==> src/rtl/npu_pkg.sv <==
// Shared NPU definitions: engine count, engine id type and engine index constants
// used by decode and the engine scoreboard.
package npu_pkg;

  localparam int unsigned NUM_ENGINES = 6;
  localparam int unsigned ENG_ID_W    = $clog2(NUM_ENGINES);

  typedef logic [ENG_ID_W-1:0] engine_id_t;

  localparam engine_id_t ENG_GEMM   = engine_id_t'(0);
  localparam engine_id_t ENG_VEC    = engine_id_t'(1);
  localparam engine_id_t ENG_ACT    = engine_id_t'(2);
  localparam engine_id_t ENG_POOL   = engine_id_t'(3);
  localparam engine_id_t ENG_DMA_LD = engine_id_t'(4);
  localparam engine_id_t ENG_DMA_ST = engine_id_t'(5);

  // Bits needed to hold 0..max inclusive.
  function automatic int unsigned cnt_width(input int unsigned max);
    return (max < 1) ? 1 : $clog2(max + 1);
  endfunction

endpackage

==> src/rtl/scoreboard_counter.sv <==
// One per-engine outstanding-operation counter: saturating up/down, never wraps,
// flags a completion that arrives with nothing outstanding.
module scoreboard_counter #(
  parameter int unsigned MAX_OUTST = 3,
  parameter int unsigned CNT_W     = 2
) (
  input  logic             clk,
  input  logic             rst_n,
  input  logic             inc,
  input  logic             done,
  output logic [CNT_W-1:0] cnt,
  output logic [CNT_W-1:0] cnt_next,
  output logic             underflow
);

  logic [CNT_W-1:0] cnt_q;

  // A done coinciding with an issue cancels it, even at zero.
  always_comb begin
    cnt_next  = cnt_q;
    underflow = 1'b0;
    if (inc && !done) begin
      if (cnt_q != CNT_W'(MAX_OUTST)) cnt_next = cnt_q + CNT_W'(1);
    end else if (!inc && done) begin
      if (cnt_q != '0) cnt_next = cnt_q - CNT_W'(1);
      else             underflow = 1'b1;
    end
  end

  always_ff @(posedge clk or negedge rst_n) begin
    if (!rst_n) cnt_q <= '0;
    else        cnt_q <= cnt_next;
  end

  assign cnt = cnt_q;

endmodule

==> src/rtl/engine_scoreboard.sv <==
// Per-engine in-flight operation tracker producing busy/all_idle and sticky errors.
// Optional watchdog enabled by defining SCOREBOARD_TIMEOUT_EN.
module engine_scoreboard
  import npu_pkg::*;
#(
  parameter int unsigned NUM_ENGINES = npu_pkg::NUM_ENGINES,
  parameter int unsigned MAX_OUTST   = 3,
  parameter int unsigned TIMEOUT_CYC = 4096
) (
  input  logic                           clk,
  input  logic                           rst_n,
  input  logic                           issue_valid,
  input  logic [$clog2(NUM_ENGINES)-1:0] issue_eng,
  output logic                           issue_ready,
  input  logic [NUM_ENGINES-1:0]         eng_done,
  output logic [NUM_ENGINES-1:0]         busy,
  output logic                           all_idle,
  input  logic                           err_clr,
  output logic                           err_underflow,
  output logic                           err_bad_eng,
  output logic                           timeout
);

  localparam int unsigned IdW  = $clog2(NUM_ENGINES);
  localparam int unsigned CntW = cnt_width(MAX_OUTST);

  logic [CntW-1:0]        cnt      [NUM_ENGINES];
  logic [CntW-1:0]        cnt_next [NUM_ENGINES];
  logic [NUM_ENGINES-1:0] inc_vec;
  logic [NUM_ENGINES-1:0] uf_vec;
  logic [NUM_ENGINES-1:0] busy_d;
  logic                   id_ok;
  logic                   sel_full;
  logic                   accept;
  logic                   bad_set;

  assign id_ok = int'(issue_eng) < int'(NUM_ENGINES);

  // Ready looks only at the registered count, so a same-cycle done cannot raise it.
  always_comb begin
    sel_full = 1'b1;
    for (int unsigned i = 0; i < NUM_ENGINES; i++) begin
      if (issue_eng == IdW'(i)) sel_full = (cnt[i] == CntW'(MAX_OUTST));
    end
  end

  assign issue_ready = id_ok & ~sel_full;
  assign accept      = issue_valid & issue_ready;
  assign bad_set     = issue_valid & ~id_ok;

  for (genvar i = 0; i < NUM_ENGINES; i++) begin : g_eng
    assign inc_vec[i] = accept && (issue_eng == IdW'(i));

    scoreboard_counter #(
      .MAX_OUTST (MAX_OUTST),
      .CNT_W     (CntW)
    ) u_cnt (
      .clk       (clk),
      .rst_n     (rst_n),
      .inc       (inc_vec[i]),
      .done      (eng_done[i]),
      .cnt       (cnt[i]),
      .cnt_next  (cnt_next[i]),
      .underflow (uf_vec[i])
    );

    assign busy_d[i] = (cnt_next[i] != '0);
  end

  always_ff @(posedge clk or negedge rst_n) begin
    if (!rst_n) begin
      busy          <= '0;
      all_idle      <= 1'b1;
      err_underflow <= 1'b0;
      err_bad_eng   <= 1'b0;
    end else begin
      busy          <= busy_d;
      all_idle      <= ~|busy_d;
      err_underflow <= (err_underflow & ~err_clr) | (|uf_vec);
      err_bad_eng   <= (err_bad_eng & ~err_clr) | bad_set;
    end
  end

`ifdef SCOREBOARD_TIMEOUT_EN
  localparam int unsigned WdW = cnt_width(TIMEOUT_CYC);

  logic [WdW-1:0] wd_q, wd_d;
  logic           timeout_q;

  always_comb begin
    wd_d = wd_q;
    if (all_idle || (|eng_done))           wd_d = '0;
    else if (wd_q != WdW'(TIMEOUT_CYC))    wd_d = wd_q + WdW'(1);
  end

  always_ff @(posedge clk or negedge rst_n) begin
    if (!rst_n) begin
      wd_q      <= '0;
      timeout_q <= 1'b0;
    end else begin
      wd_q      <= wd_d;
      timeout_q <= (timeout_q & ~err_clr) | (wd_d == WdW'(TIMEOUT_CYC));
    end
  end

  assign timeout = timeout_q;
`else
  assign timeout = 1'b0;
`endif

endmodule

==> config.mk <==
export PLATFORM = sky130hd
export DESIGN_NAME = engine_scoreboard
export DESIGN_NICKNAME = d
export VERILOG_FILES = /design/src/rtl/npu_pkg.sv /design/src/rtl/scoreboard_counter.sv /design/src/rtl/engine_scoreboard.sv
export SDC_FILE = /design/constraint.sdc
export NUM_CORES = 1
export LEC_CHECK = 0
export ABC_AREA = 1
export CELL_PAD_IN_SITES_DETAIL_PLACEMENT = 1
export CELL_PAD_IN_SITES_GLOBAL_PLACEMENT = 1
export CORE_MARGIN = 2
export CORE_UTILIZATION = 33
export DETAILED_ROUTE_END_ITERATION = 8
export MAX_ROUTING_LAYER = met4
export PLACE_DENSITY = 0.82
export REMOVE_ABC_BUFFERS = 1
export SETUP_SLACK_MARGIN = 0.15
export SYNTH_ARGS = -nofsm -noshare
export SYNTH_HDL_FRONTEND = slang
export SYNTH_SLANG_ARGS = --single-unit
==> constraint.sdc <==
create_clock -name clk -period 1.65 [get_ports clk]
set_clock_uncertainty 0.2 [all_clocks]
set_input_delay 0.165 -clock clk [delete_from_list [all_inputs] [get_ports clk]]
set_output_delay 0.165 -clock clk [all_outputs]
set_load 0.05 [all_outputs]
[Word level (Yosys, flattened, before mapping)]
Index checks and enable logic that the tools add are counted.
Operators by class
  add/sub/neg operators: 12
  $lt $le $gt $ge: 1
  equality and inequality tests: 17
  muxes and demuxes: 48
  bitwise operators: 10
  reduce and logical (&&, ||, !) cells: 46
Operators with widths (number)
  $mux 2: 24
  $mux 1: 24
  $reduce_bool 2->1: 12
  $logic_and 1x1->1: 18
  $logic_not 1->1: 13
  $add 2x1->2 const B: 6
  $eq 2x2->1 const B: 6
  $ne 2x2->1 const B: 6
  $reduce_or 6->1: 2
  $sub 2x1->2 const B: 6
  $eq 3x2->1 const B: 2
  $eq 3x3->1 const B: 2
  $and 1x1->1: 5
  $eq 3x1->1 const B: 1
  $logic_not 3->1: 1
  $lt 3x3->1 const B: 1
  $not 1->1: 3
  $or 1x1->1: 2
Word-level totals
  register bits after elaboration: 21
  bits of input ports: 13
  output and inout port bits: 11
  word-level logic and storage cells: 144

[Longest topological paths before layout]
  word-level depth: 18
  depth in mapped cells: 16
  mapped depth without buffers: 16

[Modules after synthesis]
From an unflattened synthesis, not the netlist that was laid out.
Unflattened totals
  cell total of the unflattened synthesis: 184
  area, all modules: 1260.0 um^2
By module, submodules not included
  scoreboard_counter: times used 6, cells an instance 20, area each 125.1 um^2, seq. area each 50.0 um^2
  engine_scoreboard: times used 1, cells an instance 64, area each 509.2 um^2, seq. area each 226.5 um^2

[Worst setup path after synthesis]
OpenSTA, ideal clock, no wires.
  kind: register -> register
  from: reg g_eng[0].u_cnt.cnt_q[0]
  to: reg g_eng[0].u_cnt.cnt_q[0]
  library setup time: 0.126 ns
  arrival time: 1.433 ns
  data required time: 1.324 ns
  setup slack: -0.109 ns
  cell stages (with the launch flop): 15
  path buffers: 0
  period minus slack after synthesis: 1.759 ns
  path through: dfrtp_1 nand2_1 nand3_1 nand2_1 nand2_1 nand2_1 nand2_1 nand2_1 nand2_1 nand2_2 nand4_1 nor2_1 inv_1 o21ai_1 o21ai_0
RTL lines
  from (decl): line scoreboard_counter.sv:16  | logic [CNT_W-1:0] cnt_q;
  from (signal assigned): line scoreboard_counter.sv:32  | else cnt_q <= cnt_next;

[Worst setup path in the final report]
  from: reg g_eng[0].u_cnt.cnt_q[0]
  to: out issue_ready
On the way
  cells in the longest elaborated chain, start to end: 9
Ends and longest elaborated chain
  $eq 2x2->1: line engine_scoreboard.sv:43  | if (issue_eng == IdW'(i)) sel_full = (cnt[i] == CntW'(MAX_OUTST));
  $mux 1 (6 in series): line engine_scoreboard.sv:43
  $not 1->1: line engine_scoreboard.sv:47  | assign issue_ready = id_ok & ~sel_full;
  $and 1x1->1: line engine_scoreboard.sv:47
  to (decl): line engine_scoreboard.sv:14  | output logic issue_ready,
No other way between the ends.

==> summary.md <==
| Metric | Value |
|---|---|
| Number of synthesized flops with an enable pin | `0` |
| WL per Instance | `16.0 um` |
| Reg-to-Reg End | `all_idle` |
| Synth top area share | `40.2%` |
| Inserted Diodes | `0` |
| Seq pwr share | `40.2%` |
| Initial core utilization | `34.3%` |
| Overflow after GRT | `0` |
| Final WL | `4650 um` |
| Peak VDD IR | `0.000397 V` |
| First-pass DRT Iterations | `4` |
| Max-cap viol count | `0` |
| Failing checks | `negative setup slack` |
| Final setup violation count | `19` |
| GPL Wtd Cong | `0.827` |
| Top cell by count, worst path | `nand2_1` |
| Max-slew violation count | `0` |
| Initial antenna violation count | `0` |
| Num CTS Buffers | `3` |
| Max clock buf depth | `2` |
| Share of post-route cells with drive strength above 1 | `47.7%` |
| DPL Wire Length | `2930 um` |
| Io pins | `24` |
| CP Class | `reg2out` |
| Async set-reset flop share out of synthesis | `100%` |
| Critical Path Source Type | `register` |
| Final worst slack | `-0.414 ns` |
| Worst Path Max Fanout | `5` |
| Psw | `490 uW` |
| Syn_area_per_cell | `7.37 um^2` |
| Root buffer cell | `clkbuf_8` |
| Core Rows | `22` |
| Core area | `3630 um^2` |
| Largest net degree at the start of global routing | `22` |
| Outcome | `finished, violations left` |
| Sequential fraction of the synthesis area | `42.3%` |
| CP max stage cell | `dfrtp_1` |
| Port bufs | `22` |
| Internal power | `933 uW` |
| Worst R2R Start | `g_eng[1].u_cnt.cnt[1]` |
| Fin. Hold Viols | `0` |
| Final hold slack | `0.0342 ns` |
| RSZ-0062 raised after global routing | `true` |
| Area of the multi-input gates | `721 um^2` |
| Worst r2r path cells | `14` |
| CP peak stage delay | `0.39 ns` |
| Synth area leader | `dfrtp_1` |
| Die X | `65.4 um` |
| Initial drt markers | `17` |
| Synth Register Bits | `21` |
| CP arrival | `1.70 ns` |
| Post-Syn Instances | `169` |
| Worst-path cell chain | `nand2_2, nand3_2, nand2_1, nand2_1, nand2_1, nand2_1, nand2_1, nand2_2, nand2_4, buf_6, nand2_2, inv_2, buf_12` |
| GR Util All Layers | `20.9%` |
| Synthesis-to-layout area growth | `68.5%` |
| CP required | `1.28 ns` |
| Vias in the first global route | `1,391` |
| Most used DFF post-synth | `dfrtp_1` |
| CTS clock-pin slew for the worst setup and hold paths | `0.09 ns` |
| Clock power frac | `25.7%` |
| Worst-Skew Late Latency | `0.27 ns` |
| CTS tree | `built` |
| Sw Share | `34.4%` |
| Ratio of final minimum period to clock period | `125%` |
| Full die area | `4280 um^2` |
| CP startpoint | `g_eng[0].u_cnt.cnt[0]` |
| Storage cell area | `527 um^2` |
| Max Freq | `484 MHz` |
| Comb pwr share | `34.1%` |
| Pleak | `1.08 nW` |
| Antenna-violating nets left | `0` |
| Number of remaining DRC errors | `0` |
| Library cells used by synthesis | `30` |
| Number of vias per cell | `4.90` |
| PwrDens | `678 nW/um^2` |
| Post-layout net count | `257` |
| Commonest non-fill, non-tap cell in the layout | `buf_4` |
| Vias after detailed routing | `1,426` |
| Sink Count | `21` |
| Final core area utilization | `57.7%` |
| Post-CTS Hold Fix Bufs | `0` |
| Chip height | `65.4 um` |
| Highest-count cells in the layout ignoring fill and taps | `buf_4 (51), nand2_1 (31), inv_1 (26), dfrtp_1 (20), inv_2 (11)` |
| Hold Crit Class | `in2async` |
| Fin crit period | `2.06 ns` |
| CP endpoint kind | `primary output` |
| Max H-tree Level | `1` |
| Area contributors post-synth | `dfrtp_1 (40%), nand2_1 (12%), inv_1 (10%), o21ai_0 (4.8%), nor2_1 (4.8%)` |
| First-pass GRT wire length | `6490 um` |
| FILL cells | `451` |
| Syn Std Cell Area | `1240 um^2` |
| FF-to-FF setup slack | `-0.40 ns` |
| Yosys warns | `0` |
## per-layer routing
layer	share of wire (%)	GRT usage [%]	vias up
li1	-	-	692
met1	42	24.5	708
met2	55	37.0	20
met3	1.5	1.71	6
met4	2.0	8.33	0
met5	0	-	-
## how the worst max path moves through the flow
| stage | end | slack, ns |
|---|---|---|
| final | issue_ready | -0.41 |
| after global routing | err_underflow | -0.56 |
| after CTS | issue_ready | -0.40 |
| after detailed placement | all_idle | -0.81 |
| after global placement | all_idle | -0.69 |
| after floorplan | g_eng[0].u_cnt.cnt[0] | -0.11 |
## final cells by class
class / instances / share of cell area, %
Inverter: 37 / 6.62
Clock inverter: 1 / 0.239
Timing Repair Buffer: 71 / 28.9
Sequential cell: 21 / 25.1
Multi-Input combinational cell: 110 / 34.3
Tap cell: 48 / 2.86
Clock buffer: 3 / 1.97
## synthesized netlist by cell type (2+ instances only)
cell and number:
inv_2 3, nand2_1 39, nor2_1 16, nand3_1 7
o211ai_1 2, a21oi_1 3, dfrtp_1 20, o21ai_1 3
o211ai_2 2, nand2_2 3, o31ai_1 2, a211oi_1 2
a22oi_1 2, inv_1 34, nand4_1 5, o21ai_0 12
## through the flow
| stage | setup slack, ns | instances | power, mW | cell area [um^2] | setup TNS, ns |
|---|---|---|---|---|---|
| detailed placement | -0.811 | 273 | 0.988 | 1780 | -12.82 |
| floorplan | -0.109 | 168 | 0.773 | 1240 | -0.373 |
| global route | -0.562 | 291 | 1.47 | 2100 | -8.39 |
| CTS | -0.396 | 285 | 1.37 | 1970 | -5.17 |
| finish | -0.414 | 291 | 1.42 | 2100 | -5.55 |
| global placement | -0.686 | 273 | 0.978 | 1780 | -10.91 |
## sequential cells by signal (all words and copies together) (netlist names)
| signal | cells |
|---|---|
| busy | 6 |
| err_underflow | 1 |
| all_idle | 1 |
| err_bad_eng | 1 |
| g_eng.u_cnt.cnt | 12 |
## power groups by stage
stage	sequential (mW)	clock, mW	combinational, mW
finish	0.573	0.366	0.485
global route	0.579	0.375	0.514
CTS	0.573	0.357	0.440
detailed placement	0.582	0	0.406
global placement	0.582	0	0.396
floorplan	0.654	0	0.119
## cells by family (layout without fill, tap and decap cells)
kind of cell,after synthesis,count (layout),synth area share (%)
DFF,21,21,42.3
and+or+nand+nor,76,76,27.7
buffers and inverters,38,112,11.8
other,1,1,0.301
AOI/OAI and AO/OA,33,33,17.9
## critical path: cells and delay by family (launching register included)
kind / cells / cell delay (ns)
and+or+nand+nor: 10 / 0.69
DFF: 1 / 0.39
buffers and inverters: 3 / 0.33
## repair_timing
| action | CTS | global route |
|---|---|---|
| pin swaps | 15 | 21 |
| buffers inserted | 8 | 6 |
| setup endpoints to repair | 21 | 20 |
| resized for setup | 34 | 33 |
| endpoints found under the hold margin | 0 | 0 |
(Power assumes the default switching activity.)
